### src/rtl/reg_scoreboard.sv
// reg_scoreboard: per-register pending-write tracker for an in-order issue stage.
// Holds decode while a source is still awaiting writeback or a destination
// already has the maximum number of writes in flight. Register 0 is hard-wired zero.
module reg_scoreboard #(
   parameter int NREG    = 32,
   parameter int MAXPEND = 3
) (
   input  logic            clk,
   input  logic            reset,
   input  logic            issue_valid,
   input  logic [4:0]      issue_ra1,
   input  logic [4:0]      issue_ra2,
   input  logic            issue_use1,
   input  logic            issue_use2,
   input  logic            issue_wen,
   input  logic [4:0]      issue_dst,
   output logic            issue_ready,
   input  logic            wb_valid,
   input  logic [4:0]      wb_dst,
   input  logic            flush,
   output logic [NREG-1:0] busy,
   output logic [31:0]     stall_cycles,
   output logic            wb_err
);

   localparam logic [1:0] MAX_CNT = 2'(MAXPEND);

   logic [1:0]      cnt_q [NREG];
   logic [1:0]      cnt_d [NREG];
   logic [31:0]     stall_q, stall_d;
   logic            wb_err_q, wb_err_d;

   logic [1:0]      cnt_ra1, cnt_ra2, cnt_dst, cnt_wb;
   logic            raw_hazard, waw_hazard, fire;
   logic            wb_hit, wb_bad;
   logic [NREG-1:0] inc_sel, dec_sel;

   // Register 0 and addresses beyond NREG always read as "nothing pending".
   function automatic logic [1:0] cnt_of(input logic [4:0] a);
      cnt_of = 2'b00;
      if (a != 5'd0 && int'(a) < NREG) cnt_of = cnt_q[a];
   endfunction

   // Hazard detection from registered counts only, so a same-cycle writeback never unblocks.
   always_comb begin
      cnt_ra1     = cnt_of(issue_ra1);
      cnt_ra2     = cnt_of(issue_ra2);
      cnt_dst     = cnt_of(issue_dst);
      cnt_wb      = cnt_of(wb_dst);
      raw_hazard  = (issue_use1 && cnt_ra1 != 2'b00) || (issue_use2 && cnt_ra2 != 2'b00);
      waw_hazard  = issue_wen && issue_dst != 5'd0 && cnt_dst == MAX_CNT;
      issue_ready = !raw_hazard && !waw_hazard && !flush;
      fire        = issue_valid && issue_ready;
      wb_hit      = wb_valid && wb_dst != 5'd0 && cnt_wb != 2'b00;
      wb_bad      = wb_valid && wb_dst != 5'd0 && cnt_wb == 2'b00 && !flush;
   end

   // Next pending counts: an increment and decrement on the same register cancel; flush clears all.
   always_comb begin
      inc_sel = '0;
      dec_sel = '0;
      for (int i = 0; i < NREG; i++) begin
         cnt_d[i] = cnt_q[i];
      end
      for (int i = 1; i < NREG; i++) begin
         inc_sel[i] = fire && issue_wen && issue_dst == 5'(i) && cnt_q[i] != MAX_CNT;
         dec_sel[i] = wb_hit && wb_dst == 5'(i);
         if (flush) begin
            cnt_d[i] = 2'b00;
         end else if (inc_sel[i] && !dec_sel[i]) begin
            cnt_d[i] = cnt_q[i] + 2'b01;
         end else if (dec_sel[i] && !inc_sel[i]) begin
            cnt_d[i] = cnt_q[i] - 2'b01;
         end
      end
      cnt_d[0] = 2'b00;
   end

   // Saturating stall counter and sticky bad-writeback flag.
   always_comb begin
      stall_d  = stall_q;
      wb_err_d = wb_err_q || wb_bad;
      if (issue_valid && !issue_ready && !flush && stall_q != 32'hFFFF_FFFF) begin
         stall_d = stall_q + 32'd1;
      end
   end

   // Busy vector straight from registered counts.
   always_comb begin
      busy = '0;
      for (int i = 1; i < NREG; i++) begin
         busy[i] = cnt_q[i] != 2'b00;
      end
   end

   assign stall_cycles = stall_q;
   assign wb_err       = wb_err_q;

   // State registers with synchronous active-low reset taking priority over everything.
   always_ff @(posedge clk) begin
      if (!reset) begin
         for (int i = 0; i < NREG; i++) begin
            cnt_q[i] <= 2'b00;
         end
         stall_q  <= '0;
         wb_err_q <= 1'b0;
      end else begin
         for (int i = 0; i < NREG; i++) begin
            cnt_q[i] <= cnt_d[i];
         end
         stall_q  <= stall_d;
         wb_err_q <= wb_err_d;
      end
   end

endmodule

### config.mk
export PLATFORM = sky130hd
export DESIGN_NAME = reg_scoreboard
export DESIGN_NICKNAME = d
export VERILOG_FILES = /design/src/rtl/reg_scoreboard.sv
export SDC_FILE = /design/constraint.sdc
export NUM_CORES = 1
export LEC_CHECK = 0
export CAP_MARGIN = 20
export CORE_MARGIN = 2
export CORE_UTILIZATION = 40
export CTS_CLUSTER_DIAMETER = 60
export DETAILED_ROUTE_END_ITERATION = 16
export GPL_TIMING_DRIVEN = 0
export PLACE_DENSITY = 0.75
export SLEW_MARGIN = 10
export SYNTH_ARGS = -nofsm -noshare
export SYNTH_HDL_FRONTEND = slang
export SYNTH_SLANG_ARGS = --single-unit
### constraint.sdc
create_clock -name clk -period 3.5 [get_ports clk]
set_input_delay 0.7 -clock clk [delete_from_list [all_inputs] [get_ports clk]]
set_output_delay 0.7 -clock clk [all_outputs]
set_load 0.005 [all_outputs]
## Word-level counts from Yosys, hierarchy flattened

Memory sizes are Yosys's and may differ from the RTL's.
Index checks and enable logic that the tools add are counted.

| word-level totals | value |
|---|---|
| input port bits | 28 |
| memories kept | 1 |
| bits in read-only memories | 0 |
| latch bits | 0 |
| RAM bits | 64 |
| register bits | 33 |
| logic and storage cells | 601 |
| output and inout bits | 66 |

| cells by class | value |
|---|---|
| order comparisons | 0 |
| eq/ne operators | 95 |
| add/subtract/negate cells | 63 |
| divide/modulo/power cells | 0 |
| multipliers | 0 |
| mux-type cells | 131 |
| shift operators | 0 |
| reductions and logical operators | 277 |
| bitwise logic cells | 32 |

Memory list:

| name | words | width | read ports | clocked after Yosys merged registers in | write ports | RTL line | source |
|---|---|---|---|---|---|---|---|
| cnt_q | 32 | 2 | 35 | 0 | 32 | 28 | `logic [1:0] cnt_q [NREG];` |

Operators with widths:

| operator | number |
|---|---|
| $mux W2 | 129 |
| $logic_and A1 B1 Y1 | 170 |
| $eq A5 B5 Y1 const B | 32 |
| $eq A5 B4 Y1 const B | 16 |
| $reduce_bool A2 Y1 | 34 |
| $logic_not A1 Y1 | 66 |
| $add A2 B1 Y2 const B | 31 |
| $ne A2 B2 Y1 const B | 31 |
| $sub A2 B1 Y2 const B | 31 |
| $eq A5 B3 Y1 const B | 8 |
| $add A32 B1 Y32 const B | 1 |
| $ne A32 B32 Y1 const B | 1 |
| $or A1 B1 Y1 | 32 |
| $eq A5 B2 Y1 const B | 4 |
| $reduce_bool A5 Y1 | 4 |
| $eq A5 B1 Y1 const B | 2 |
| $eq A2 B2 Y1 const B | 1 |
| $logic_not A2 Y1 | 1 |
| $logic_or A1 B1 Y1 | 2 |
| $mux W1 | 2 |

## Depth between registers and ports, before layout

Gate-level depths: netlist of the first run.

| logic depth | value |
|---|---|
| depth in word-level cells | 18 |
| mapped depth | 16 |
| depth with buffers taken out | 13 |

## Worst setup path after synthesis of the first run

No wires, ideal clock.

| timing path | value |
|---|---|
| path kind | input to register |
| from | input port issue_dst[1] |
| to | memory cnt_q[2][1] |
| arrival | 3.557 ns |
| buffers on the path | 2 |
| path slack | -0.127 ns |
| required time | 3.430 ns |
| stages on the path | 13 |
| library setup time | 0.070 ns |
| cells stage by stage | buf_2 > mux2_2 > a221o_1 > a31o_2 > nand4_1 > nand4_1 > nor3_4 > buf_4 > nand3_1 > a2111oi_2 > ha_1 > or3_1 > a21oi_1 |

RTL lines:

| what | RTL line | source |
|---|---|---|
| start, declared | 16 | `input logic [4:0] issue_dst,` |
| end, declared | 28 |  |

==> out/metrics.cfg, run 1 <==
[worst_setup_path]
crit_path_start_kind=input port
reg2reg_from=cnt_q[1][0]
startpoint=issue_dst[2]
cp.arrival_ns=3.89
worstPathRequired_ns=3.79
crit_end=cnt_q[3][1]
reg2regPathDepth=12
slowest_stage=or3_4
crit_path_end_kind=register
crit_path_max_incr_delay_ns=0.39
crit_top_cell=nand4_1
cp_max_fo=7
r2r-end=cnt_q[3][1]
ff2ff_setup_slack_ns=-0.06
path_cells=buf_2 -> buf_8 -> mux4_2 -> mux2i_1 -> nand2_1 -> nand4_1 -> nand4_1 -> nor3_4 -> buf_6 -> nand4_1 -> a2111oi_4 -> ha_2 -> or3_4 -> a21oi_2
path_class=input port to register

[route]
wl_per_cell_um=18.7
first_iter_violations=780
drt_wl_total_um=22300
postRouteAntennaNets=0
drc_errors=0
vias_per_cell=6.08
drt_first_pass_iters=7
via_count=7234

[synth]
netlist.area_leader.share=0.278
synth_area_leaders=dfxtp_1, xor2_1, mux4_2
synth_edf_count=0
ys_types=58
syn_inst=847
synth_common_cells=dfxtp_1, nor2_1, nand2_1, xor2_1, a21oi_1
ys_async_sr_fraction=0
syn_area_mm2=0.00685
syn_area_per_cell_um2=8.08
syn-num-nets=907
yosysMostFrequentCell=dfxtp_1
ys_dominant_reg_cell=dfxtp_1
ys_warn_count=0
yosysTopAreaCell=dfxtp_1
ys_ff_latch=95
seq_area_frac_synth=0.278

[grt]
grt_pass1_wl_um=34100
overflow=0
grt.total_usage=0.239
grt_pass1_vias=6475
grt_max_degree=16
antenna_found_initial=0

[placed_design]
dp_hpwl_um=16100
gp_congestion=0.967
port_buffers=83

[layout]
antenna_cells=0
drive_above_1_share=0.173
fin_nets=1025
syn2layout_area_growth_pct=30.3

[die]
start_util=0.411
design.core.area_mm2=0.0166
die_h_um=135
io_pins=94
die_area_mm2=0.0182
fp.dieW_um=135
rows=47

[timing]
finalCritPeriodShare=1.03
clock_skew_ns=0.00827
fmax_ghz=0.278
rsz0062_at_grt=yes
hold_violations=0
max_slew_margin=0.407
tns_ns=-0.244
worst_slew_pin_slew_ns=0.882
fin_crit_ns=3.60
maxSlewViolCount=0
finalSetupViolCount=3
setup_ws_ns=-0.101

[outcome]
violations=negative setup slack
outcome=complete, but fails checks

[power_and_ir_drop]
leakagePower_nw=3.32
total_power_mw=2.57
p_per_area_mw_per_mm2=288
ir_drop_v=0.000239

[clock_network]
path_clk_slew_ns=0.07
cts_tree=built
postCtsHoldBufs=0
clock_latency_ns=0.36
cts_root_buf=clkbuf_16
cts_buffers=9
clock-sinks=95
cts_max_path_buffers=2
htree_levels=3

[min_path]
hold_path.class=register to register

[flow_run]
maxCapViolCount=0

## area by class of cell
| type | instances | area, µm² |
|---|---|---|
| clock inverters | 5 | 106 |
| fillers | 1494 | 7720 |
| repair buffers | 108 | 1020 |
| plain buffers | 48 | 330 |
| flip-flops and latches | 95 | 1900 |
| inverters | 37 | 139 |
| multi-input cells | 666 | 4910 |
| clock buffers | 11 | 233 |
| well taps | 220 | 275 |
## metrics by stage
stage                     cell area, µm²  setup slack [ns]  utilization  std cells  hold slack, ns
final                               8920            -0.101        0.536       1190           0.472
after global routing                8920            -0.145        0.536       1190           0.508
after CTS                           8570           0.00869        0.515       1177           0.480
after detailed placement            7990             -1.26        0.480       1150           0.467
after global placement              7990             -1.23        0.480       1150           0.452
after floorplan                     6890           -0.0842            -        847           0.460
## timing repair
action                                  CTS  global route
endpoints found under the setup margin   63            42
gates cloned                              0             0
resized for setup                        56            78
setup buffers                            11            14
endpoints found under the hold margin     0             0
pin swaps                                11            28
## how the worst min path moves through the flow
stage               depth (start not counted)  slack (ns)      to  startpoint
floorplan                                   2        0.46  wb_err      wb_err
global placement                            2        0.45  wb_err      wb_err
detailed placement                          2        0.47  wb_err      wb_err
CTS                                         2        0.48  wb_err      wb_err
global route                                2        0.51  wb_err      wb_err
finish                                      2        0.47  wb_err      wb_err
## layer usage
metal | share of wire | vias up | GRT usage
met5 | 0 | - | 0
li1 | - | 3323 | -
met3 | 0.091 | 91 | 0.0567
met2 | 0.47 | 405 | 0.379
met1 | 0.41 | 3415 | 0.317
met4 | 0.038 | 0 | 0.0865
## power breakdown
| part | leakage [nW] | internal, mW | switching, mW |
|---|---|---|---|
| combinational | 2.40 | 0.126 | 0.204 |
| clock | 0.160 | 0.701 | 0.451 |
| sequential | 0.766 | 1.08 | 0.00382 |
| total | 3.32 | 1.91 | 0.658 |
## cell usage in the layout (no fill, tap or decap), types with 27 or more instances in the layout
cell type         n
a21oi_1          54
buf_4            27
clkdlybuf4s50_1  75
dfxtp_1          93
ha_1             29
inv_1            35
nand2_1          78
nor2_1           80
o21ai_0          39
or3_1            35
xor2_1           62
## registers in the layout, summed over array words and instances (netlist names)
| signal | flops |
|---|---|
| cnt_q | 62 |
| wb_err | 1 |
| stall_cycles | 32 |
## worst max-delay path, delay by kind of cell
kind / cells / cell delay [ns]
buffers and inverters: 3 / 0.54
multiplexers: 2 / 0.45
AO/OA/AOI/OAI: 2 / 0.48
AND/OR/NAND/NOR: 6 / 1.37
adder cells (fa/ha/maj): 1 / 0.34
## logic make-up after synthesis
group / after synthesis / share of synthesized area
mux: 38 / 0.0947
flops: 95 / 0.278
xor+xnor: 62 / 0.0793
other cells: 1 / 0.000548
simple gates: 358 / 0.266
buf+inv: 86 / 0.0554
compound gates: 175 / 0.168
fa+ha+maj: 32 / 0.0585
Power figures use the tool's default switching activity.
==> inputs of run 2 (changes only) <==
--- a/config.mk
+++ b/config.mk
@@ -8,7 +8,7 @@
 export CAP_MARGIN = 20
 export CORE_MARGIN = 2
 export CORE_UTILIZATION = 40
-export CTS_CLUSTER_DIAMETER = 60
+export CTS_CLUSTER_DIAMETER = 120
 export DETAILED_ROUTE_END_ITERATION = 16
 export GPL_TIMING_DRIVEN = 0
 export PLACE_DENSITY = 0.75
==> results of run 2 <==
Same layout as run 1: the final DEF is identical, and so are final timing and power.
